File: config.mk
export PLATFORM = sky130hd
export DESIGN_NAME = alu_mem_bus_master
export DESIGN_NICKNAME = d
export VERILOG_FILES = /design/src/rtl/alu_mem_bus_master.sv
export SDC_FILE = /design/constraint.sdc
export NUM_CORES = 1
export LEC_CHECK = 0
export BUFFER_PORTS_ARGS = -buffer_cell sky130_fd_sc_hd__buf_2
export CORE_MARGIN = 2
export CORE_UTILIZATION = 52
export CTS_BUF_LIST = sky130_fd_sc_hd__clkbuf_8
export CTS_CLUSTER_DIAMETER = 120
export DETAILED_ROUTE_END_ITERATION = 7
export HOLD_SLACK_MARGIN = 0.12
export PLACE_DENSITY_LB_ADDON = 0.12
export SYNTH_ARGS = -nofsm -noshare
export SYNTH_HDL_FRONTEND = slang
export SYNTH_SLANG_ARGS = --single-unit
export TNS_END_PERCENT = 1
File: constraint.sdc
create_clock -name clk -period 1.85 [get_ports clk]
set_input_delay 0.0925 -clock clk [delete_from_list [all_inputs] [get_ports clk]]
set_output_delay 0.0925 -clock clk [all_outputs]
set_load 0.005 [all_outputs]
File: src/rtl/alu_mem_bus_master.sv
// Command sequencer for the ALU/memory slave: writes A, B and opcode, polls status
// until done (or a poll budget runs out), then holds a response until it is taken.
module alu_mem_bus_master #(
  parameter int ADDR_WIDTH  = 2,
  parameter int DATA_WIDTH  = 8,
  parameter int RES_WIDTH   = 16,
  parameter int WAIT_CYCLES = 2,
  parameter int MAX_POLL    = 8
) (
  input  logic                  clk,
  input  logic                  reset,
  input  logic                  cmd_valid,
  output logic                  cmd_ready,
  input  logic [DATA_WIDTH-1:0] cmd_a,
  input  logic [DATA_WIDTH-1:0] cmd_b,
  input  logic [DATA_WIDTH-1:0] cmd_op,
  output logic [ADDR_WIDTH-1:0] addr,
  output logic [DATA_WIDTH-1:0] wr_data,
  output logic                  rd_wr,
  output logic                  enable,
  input  logic [DATA_WIDTH-1:0] rd_data,
  input  logic [RES_WIDTH-1:0]  res_out,
  output logic                  rsp_valid,
  input  logic                  rsp_ready,
  output logic [RES_WIDTH-1:0]  rsp_result,
  output logic [DATA_WIDTH-1:0] rsp_status
);

  // state  | meaning
  // IDLE   | ready for a request
  // WR_A   | write operand A to reg 0
  // WR_B   | write operand B to reg 1
  // WR_OP  | write opcode to reg 2 (starts the slave)
  // WAIT   | idle gap before the first status read
  // RD_ST  | read strobe on status reg 3
  // SAMPLE | rd_data valid; decide done / repoll / timeout
  // RESP   | response held until rsp_ready
  typedef enum logic [2:0] {IDLE, WR_A, WR_B, WR_OP, WAIT, RD_ST, SAMPLE, RESP} state_t;

  localparam int PW = $clog2(MAX_POLL + 1);
  localparam logic [3:0] WAIT_LOAD = (WAIT_CYCLES > 0) ? 4'(WAIT_CYCLES - 1) : 4'd0;

  state_t                state_q, state_d;
  logic [DATA_WIDTH-1:0] b_q, b_d, op_q, op_d;
  logic [ADDR_WIDTH-1:0] addr_q, addr_d;
  logic [DATA_WIDTH-1:0] wr_data_q, wr_data_d;
  logic                  rd_wr_q, rd_wr_d;
  logic [3:0]            wait_q, wait_d;
  logic [PW-1:0]         poll_q, poll_d;
  logic [RES_WIDTH-1:0]  result_q, result_d;
  logic [DATA_WIDTH-1:0] status_q, status_d;

  always_ff @(posedge clk) begin
    if (!reset) begin
      state_q   <= IDLE;
      b_q       <= '0;
      op_q      <= '0;
      addr_q    <= '0;
      wr_data_q <= '0;
      rd_wr_q   <= 1'b0;
      wait_q    <= '0;
      poll_q    <= '0;
      result_q  <= '0;
      status_q  <= '0;
    end else begin
      state_q   <= state_d;
      b_q       <= b_d;
      op_q      <= op_d;
      addr_q    <= addr_d;
      wr_data_q <= wr_data_d;
      rd_wr_q   <= rd_wr_d;
      wait_q    <= wait_d;
      poll_q    <= poll_d;
      result_q  <= result_d;
      status_q  <= status_d;
    end
  end

  // Bus address/data are loaded on entry to each access state so they hold when idle.
  always_comb begin
    state_d   = state_q;
    b_d       = b_q;
    op_d      = op_q;
    addr_d    = addr_q;
    wr_data_d = wr_data_q;
    rd_wr_d   = rd_wr_q;
    wait_d    = wait_q;
    poll_d    = poll_q;
    result_d  = result_q;
    status_d  = status_q;
    case (state_q)
      IDLE: begin
        if (cmd_valid) begin
          state_d   = WR_A;
          b_d       = cmd_b;
          op_d      = cmd_op;
          addr_d    = ADDR_WIDTH'(0);
          wr_data_d = cmd_a;
          rd_wr_d   = 1'b0;
          poll_d    = '0;
        end
      end
      WR_A: begin
        state_d   = WR_B;
        addr_d    = ADDR_WIDTH'(1);
        wr_data_d = b_q;
      end
      WR_B: begin
        state_d   = WR_OP;
        addr_d    = ADDR_WIDTH'(2);
        wr_data_d = op_q;
      end
      WR_OP: begin
        if (WAIT_CYCLES == 0) begin
          state_d = RD_ST;
          addr_d  = ADDR_WIDTH'(3);
          rd_wr_d = 1'b1;
        end else begin
          state_d = WAIT;
          wait_d  = WAIT_LOAD;
        end
      end
      WAIT: begin
        if (wait_q == 4'd0) begin
          state_d = RD_ST;
          addr_d  = ADDR_WIDTH'(3);
          rd_wr_d = 1'b1;
        end else begin
          wait_d = wait_q - 4'd1;
        end
      end
      RD_ST: begin
        state_d = SAMPLE;
        poll_d  = poll_q + PW'(1);
      end
      SAMPLE: begin
        status_d = rd_data;
        if (rd_data[0]) begin
          result_d = res_out;
          state_d  = RESP;
        end else if (poll_q < PW'(MAX_POLL)) begin
          state_d = RD_ST;
        end else begin
          status_d[7] = 1'b1;
          result_d    = '0;
          state_d     = RESP;
        end
      end
      RESP: begin
        if (rsp_ready) state_d = IDLE;
      end
      default: state_d = IDLE;
    endcase
  end

  assign cmd_ready  = (state_q == IDLE);
  assign enable     = (state_q == WR_A) || (state_q == WR_B) || (state_q == WR_OP) ||
                      (state_q == RD_ST);
  assign rsp_valid  = (state_q == RESP);
  assign addr       = addr_q;
  assign wr_data    = wr_data_q;
  assign rd_wr      = rd_wr_q;
  assign rsp_result = result_q;
  assign rsp_status = status_q;

endmodule

==> metrics, run 1 <==
syn_nets 382; first-pass GRT wire length 10800 µm; total wire length 7060 µm; slowest cell delay on critical path 490 ps; status complete, no violations; worst setup path class flip-flop to flip-flop; hold crit path type primary input to flip-flop; CP cell instances and3b_1 -> o21ai_2 -> a22oi_1 -> nor2_1; Unique masters post-synth 40; DPL Wire Length 4370 µm; Post-route DRC 0; 1st-pass router iterations 4; Clock Sinks 62; critical path required time 2060 ps; Seq/Total Area, Yosys 46.2%; Die Wd 75.9 µm; IO Count 90; antenna fix cells 0; Top delay family on crit path compound AO/OA/AOI/OAI gates; post-route minimum period 1690 ps; routability congestion estimate 0.786; Num CTS Buffers 9; Power Dens Cells 813 nW/µm²; MaxCap Viol Count 0; Hold Vio Cnt, Final 0; initial antenna violation count 0; vias 2722; Die Y 75.9 µm; syn avg cell area 8.22 µm²; Slew @ Worst Pin 724 ps; Syn-to-layout area delta 39.2%; Max Clock Freq 591 MHz; RR Startpoint state_q[1]$_SDFFE_PN0P_; share of cells above drive strength 1 26.4%; Filler cells 388; Port Buffers 89; DP Cell Count 473; Wirelength per Cell 13.4 µm; Final period util 91.4%; Synth top cells by count dfxtp_1 (62), nand2_1 (55), nor2_1 (43), a21oi_1 (32); All-Layer GR Usage 24.9%; largest net degree at the start of global routing 30; Buf+Inv Stages, Crit Path 0; Area after DPL 3160 µm²; top post-synthesis cells by area dfxtp_1 (46%), nand2_1 (7.7%), nor2_1 (6.0%), a21oi_1 (6.0%), a22oi_1 (5.0%); Yosys top cell by area dfxtp_1; Worst Hold End wr_data[0]$_SDFFE_PN0P_; CTS Buffer Depth 2; Pleak 0.00164 µW; crit end category flip-flop; clock-pin slew on the worst setup and hold paths 70 ps; GR Overflow Total 0; sequential cell area 1240 µm²; Placement Setup Slack 81.0 ps; die area 5760 µm²; final hold slack 156 ps; Worst Clk Skew 9.71 ps; vias in the first global route 2380; # rows 26; CP Launch Type flip-flop; synthesized flop and latch total 62; # setup viols final 0; Synthesis Warnings 0; post-synthesis instance area 2690 µm²; Skew-Pair Late Insertion Delay 330 ps; predominant post-synthesis flop cell dfxtp_1; number of synthesized flops with an enable pin 0; Worst VDD drop 0.585 mV; r2r worst-path depth 4; H-tree depth 3; R2R Path End rsp_result[1]$_SDFFE_PN0P_; cell with the most instances after synthesis dfxtp_1; Multi-input gate area 1280 µm²; Cells after Synth 327; Starting Density 53.3%; Post-Layout Cell Count 529; setup bufs post-CTS 0; fin nets 511; Detail Route Antenna Nets 0; Non-Filler Cell Area, Final 3740 µm²; final worst setup slack 158 ps; Synth top area share 46.2%; vias per cell 5.15; R2R setup slack 160 ps; Min-Delay Startpoint cmd_a[0]; clock root buffer clkbuf_8; Hold Path Depth 5; CTS tree done; core area 5040 µm²; Worst path slowest cell dfxtp_1; 1st-iter DRT viols 129; relative slew slack 51.7%; Final Slew Violations 0; asr flop ratio synth 0%; CP max FO 17; Data arrival, critical path 1900 ps
-- flip-flops by register name (all words and copies together), names as in the netlist --
name / cells
rsp_result: 16
b_q: 8
op_q: 8
rsp_status: 8
wr_data: 8
poll_q: 4
wait_q: 4
state_q: 3
addr: 2
rd_wr: 1
-- repair_timing --
| action | in CTS | in global routing |
|---|---|---|
| hold buffers | 42 | 0 |
| hold endpoints to repair | 48 | 0 |
| setup endpoints to repair | 0 | 16 |
| resized for setup | 0 | 2 |
-- cells in the final DEF, fill, tap and decap left out, drive strengths merged, types with 2 or more instances in the layout --
master       instances
clkinv               2
nor2                45
nand3b               3
nand2b               8
dfxtp               62
nor3                 6
a21oi               33
or3                  2
o21ai               19
nand4                2
and3b                2
a31oi               10
mux2i                2
xor2                 3
buf                100
dlygate4sd3         42
inv                  9
o311ai               6
clkbuf              10
nand2               55
a22oi               18
ha                   3
nand3                3
a211oi               2
-- how the worst max path moves through the flow --
stage,from,endpoint,slack [ps],cells past startpoint
finish,state_q[1]$_SDFFE_PN0P_,rsp_result[1]$_SDFFE_PN0P_,160,4
detailed placement,state_q[0]$_SDFFE_PN0P_,rsp_result[8]$_SDFFE_PN0P_,80,4
floorplan,wait_q[0]$_SDFFE_PN0P_,addr[0]$_SDFFE_PN0P_,280,6
CTS,state_q[0]$_SDFFE_PN0P_,rsp_result[8]$_SDFFE_PN0P_,80,4
global placement,state_q[0]$_SDFFE_PN0P_,rsp_result[12]$_SDFFE_PN0P_,210,4
global route,state_q[1]$_SDFFE_PN0P_,rsp_result[1]$_SDFFE_PN0P_,-5,4
-- routing by layer --
metal / track usage, % / routed length, µm
met2: 40.9 / 3410
met1: 30.7 / 3190
met5: 0 / 0
met4: 9.94 / 55
met3: 7.41 / 399
-- metrics by stage --
stage | TNS, ps | power [µW] | utilization (%)
6_report | 0 | 3040 | 74.2
5_1_grt | -7.44 | 3190 | 74.2
4_1_cts | 0 | 3050 | 74.1
3_5_place_dp | 0 | 2020 | 62.7
3_3_place_gp | 0 | 2010 | 62.7
2_1_floorplan | 0 | 1850 | -
-- worst register-to-register path: cells and delay by family (launching register included) --
kind               cells  cell delay, ps
DFF                    1             490
AOI/OAI and AO/OA      2             590
and+or+nand+nor        2             480
-- cell families after synthesis --
group           count (synthesis)  share of synthesized area (%)
flops                          62                           46.2
mux                             3                           1.16
compound gates                 93                           21.3
buf+inv                        31                           6.33
xor+xnor                        3                          0.978
fa+ha+maj                       3                           1.40
simple gates                  132                           22.6
-- final cells by class --
class,count,share of cell area [%]
Clock buffer,10,3.68
Clock inverter,4,0.468
Inverter,7,0.702
Multi-Input combinational cell,234,34.2
Sequential cell,62,33.2
Tap cell,70,2.34
Timing Repair Buffer,142,25.4
-- power by group --
group          switching [µW]  internal [µW]  leakage [µW]  total (µW)
registers                59.3           1420      0.000505        1480
logic                     306            285       0.00104         592
clock network             477            493     0.0000904         970
total                     843           2200       0.00164        3040
No activity file was read; power rests on OpenSTA's default activity.
==> inputs of run 2 (changes only) <==
Settings changed: BUFFER_PORTS_ARGS -buffer_cell sky130_fd_sc_hd__buf_2 to -buffer_cell sky130_fd_sc_hd__buf_4, PLACE_DENSITY set to 0.79, PLACE_DENSITY_LB_ADDON 0.12 to not set.
==> metrics, run 2 (synthesized netlist as in run 1, its figures left out) <==
CP cell instances inv_1 -> ha_1 -> or3b_4 -> or3_1 -> a21o_1 -> a21oi_2 (was and3b_1 -> o21ai_2 -> a22oi_1 -> nor2_1); top routing layer in use met4 (unchanged); GR Overflow Total 0 (unchanged); Filler cells 339 (was 388); most common cell after layout, fill and taps aside buf_4 (was buf_2); Skew-Pair Late Insertion Delay 330 ps (about the same); Tot Pwr 3270 µW (was 3040 µW); relative slew slack 53.3% (was 51.7%); worst setup path class flip-flop to flip-flop (unchanged); 1st-iter DRT viols 200 (was 129); die area 5760 µm² (unchanged); final setup TNS 0 ps (unchanged); Worst VDD drop 0.557 mV (was 0.585 mV); # resized after CTS 0 (unchanged); CTS tree done (unchanged); M1 WL 3200 µm (was 3190 µm); met3 WL 444 µm (was 399 µm); crit end category flip-flop (unchanged); Placement Setup Slack 200 ps (was 81.0 ps); core area 5040 µm² (unchanged); clock-pin slew on the worst setup and hold paths 70 ps (about the same); Top delay family on crit path simple AND/OR/NAND/NOR gates (was compound AO/OA/AOI/OAI gates); antenna fix cells 0 (unchanged); 1st-pass router iterations 4 (unchanged); CP max FO 4 (was 17); post-route minimum period 1650 ps (was 1690 ps); Final Slew Violations 0 (unchanged); largest net degree at the start of global routing 45 (was 30); fin nets 515 (was 511); Num CTS Buffers 9 (unchanged); Power Dens Cells 813 nW/µm² (about the same); routability congestion estimate 0.876 (was 0.786); vias in the first global route 2796 (was 2380); # rows 26 (unchanged); slowest cell delay on critical path 390 ps (was 490 ps); Worst path slowest cell or3b_4 (was dfxtp_1); first-pass GRT wire length 12100 µm (was 10800 µm); Die Wd 75.9 µm (unchanged); Post-CTS Hold Buffers 43 (was 42); CP Launch Type flip-flop (unchanged); RSZ-0062 raised after global routing false; status complete, no violations (unchanged); setup bufs post-CTS 0 (unchanged); critical path required time 2120 ps (was 2060 ps); Starting Density 53.3% (unchanged); Data arrival, critical path 1920 ps (was 1900 ps); CTS Buffer Depth 2 (unchanged); Detail Route Antenna Nets 0 (unchanged); IO Count 90 (unchanged); Port Buffers 89 (unchanged); Post-route DRC 0 (unchanged); vias per cell 5.37 (was 5.15); hold crit path type primary input to flip-flop (unchanged); most frequent cells in the layout buf_4 (102), dfxtp_1 (62), nand2_1 (55) (was buf_2 (89), dfxtp_1 (61), nand2_1 (55)); Syn-to-layout area delta 49.7% (was 39.2%); H-tree depth 3 (unchanged); Worst Clk Skew 6.51 ps (was 9.71 ps); total wire length 7770 µm (was 7060 µm); Met2 Wirelength 3890 µm (was 3410 µm); Die Y 75.9 µm (unchanged); max reg flops 16 (unchanged); Hold Vio Cnt, Final 0 (unchanged); share of cells above drive strength 1 26.6% (was 26.4%); DPL Wire Length 4620 µm (was 4370 µm); Buf+Inv Stages, Crit Path 1 (was 0); Wirelength per Cell 14.6 µm (was 13.4 µm); All-Layer GR Usage 28.2% (was 24.9%); MaxCap Viol Count 0 (unchanged); Max Clock Freq 604 MHz (was 591 MHz); final worst setup slack 196 ps (was 158 ps); vias 2858 (was 2722); clock root buffer clkbuf_8 (unchanged); Clock Sinks 62 (unchanged); # setup viols final 0 (unchanged); initial antenna violation count 0 (unchanged); Slew @ Worst Pin 700 ps (was 724 ps); Pleak 0.00171 µW (was 0.00164 µW); Final period util 89.4% (was 91.4%)
==> run 2: cell type report <==
| class | count | area [µm²] | area share (%) |
|---|---|---|---|
| clock buffer | 10 | 138 | 3.42 |
| multi-input combinational | 234 | 1280 | 31.7 |
| sequential | 62 | 1240 | 30.8 |
| inverter | 7 | 26.3 | 0.653 |
| timing repair buffer | 146 | 1220 | 30.2 |
| clock inverter | 3 | 38.8 | 0.964 |
| tap | 70 | 87.6 | 2.18 |
==> run 2: stage by stage <==
stage | hold slack, ps | utilization (%) | instances | cell area [µm²]
5_1_grt | 186 | 79.8 | 532 | 4020
6_report | 162 | 79.8 | 532 | 4020
2_1_floorplan | 228 | - | 327 | 2690
4_1_cts | 141 | 79.8 | 532 | 4020
3_3_place_gp | 326 | 67.8 | 476 | 3420
3_5_place_dp | 335 | 67.8 | 476 | 3420
==> run 2: where the power goes <==
part	internal, µW	switching [µW]	leakage, µW	total, µW
clock network	629	490	0.0000953	1120
registers	1420	56.2	0.000505	1470
logic	352	327	0.00111	679
==> run 2: path summary, 6_finish.rpt <==
kind | cells after the start | slack, ps | endpoint | startpoint
worst min register to register | 2 | 460 | op_q[4]$_SDFFE_PN0P_ | op_q[4]$_SDFFE_PN0P_
worst max-delay path | 6 | 200 | addr[0]$_SDFFE_PN0P_ | wait_q[0]$_SDFFE_PN0P_
worst max register to register | 6 | 200 | addr[0]$_SDFFE_PN0P_ | wait_q[0]$_SDFFE_PN0P_
worst min-delay path | 4 | 160 | rsp_status[7]$_SDFFE_PN0P_ | rd_data[0]
==> run 2: per-layer routing <==
layer,vias up,track usage [%]
li1,1403,-
met1,1337,30.9
met2,94,48.8
met3,24,7.80
met4,0,16.2
met5,-,0
==> run 2: worst min-delay path, stage by stage <==
cell      delay (ps)
buf_4             90
inv_1             60
a21oi_1          130
a211oi_1          80
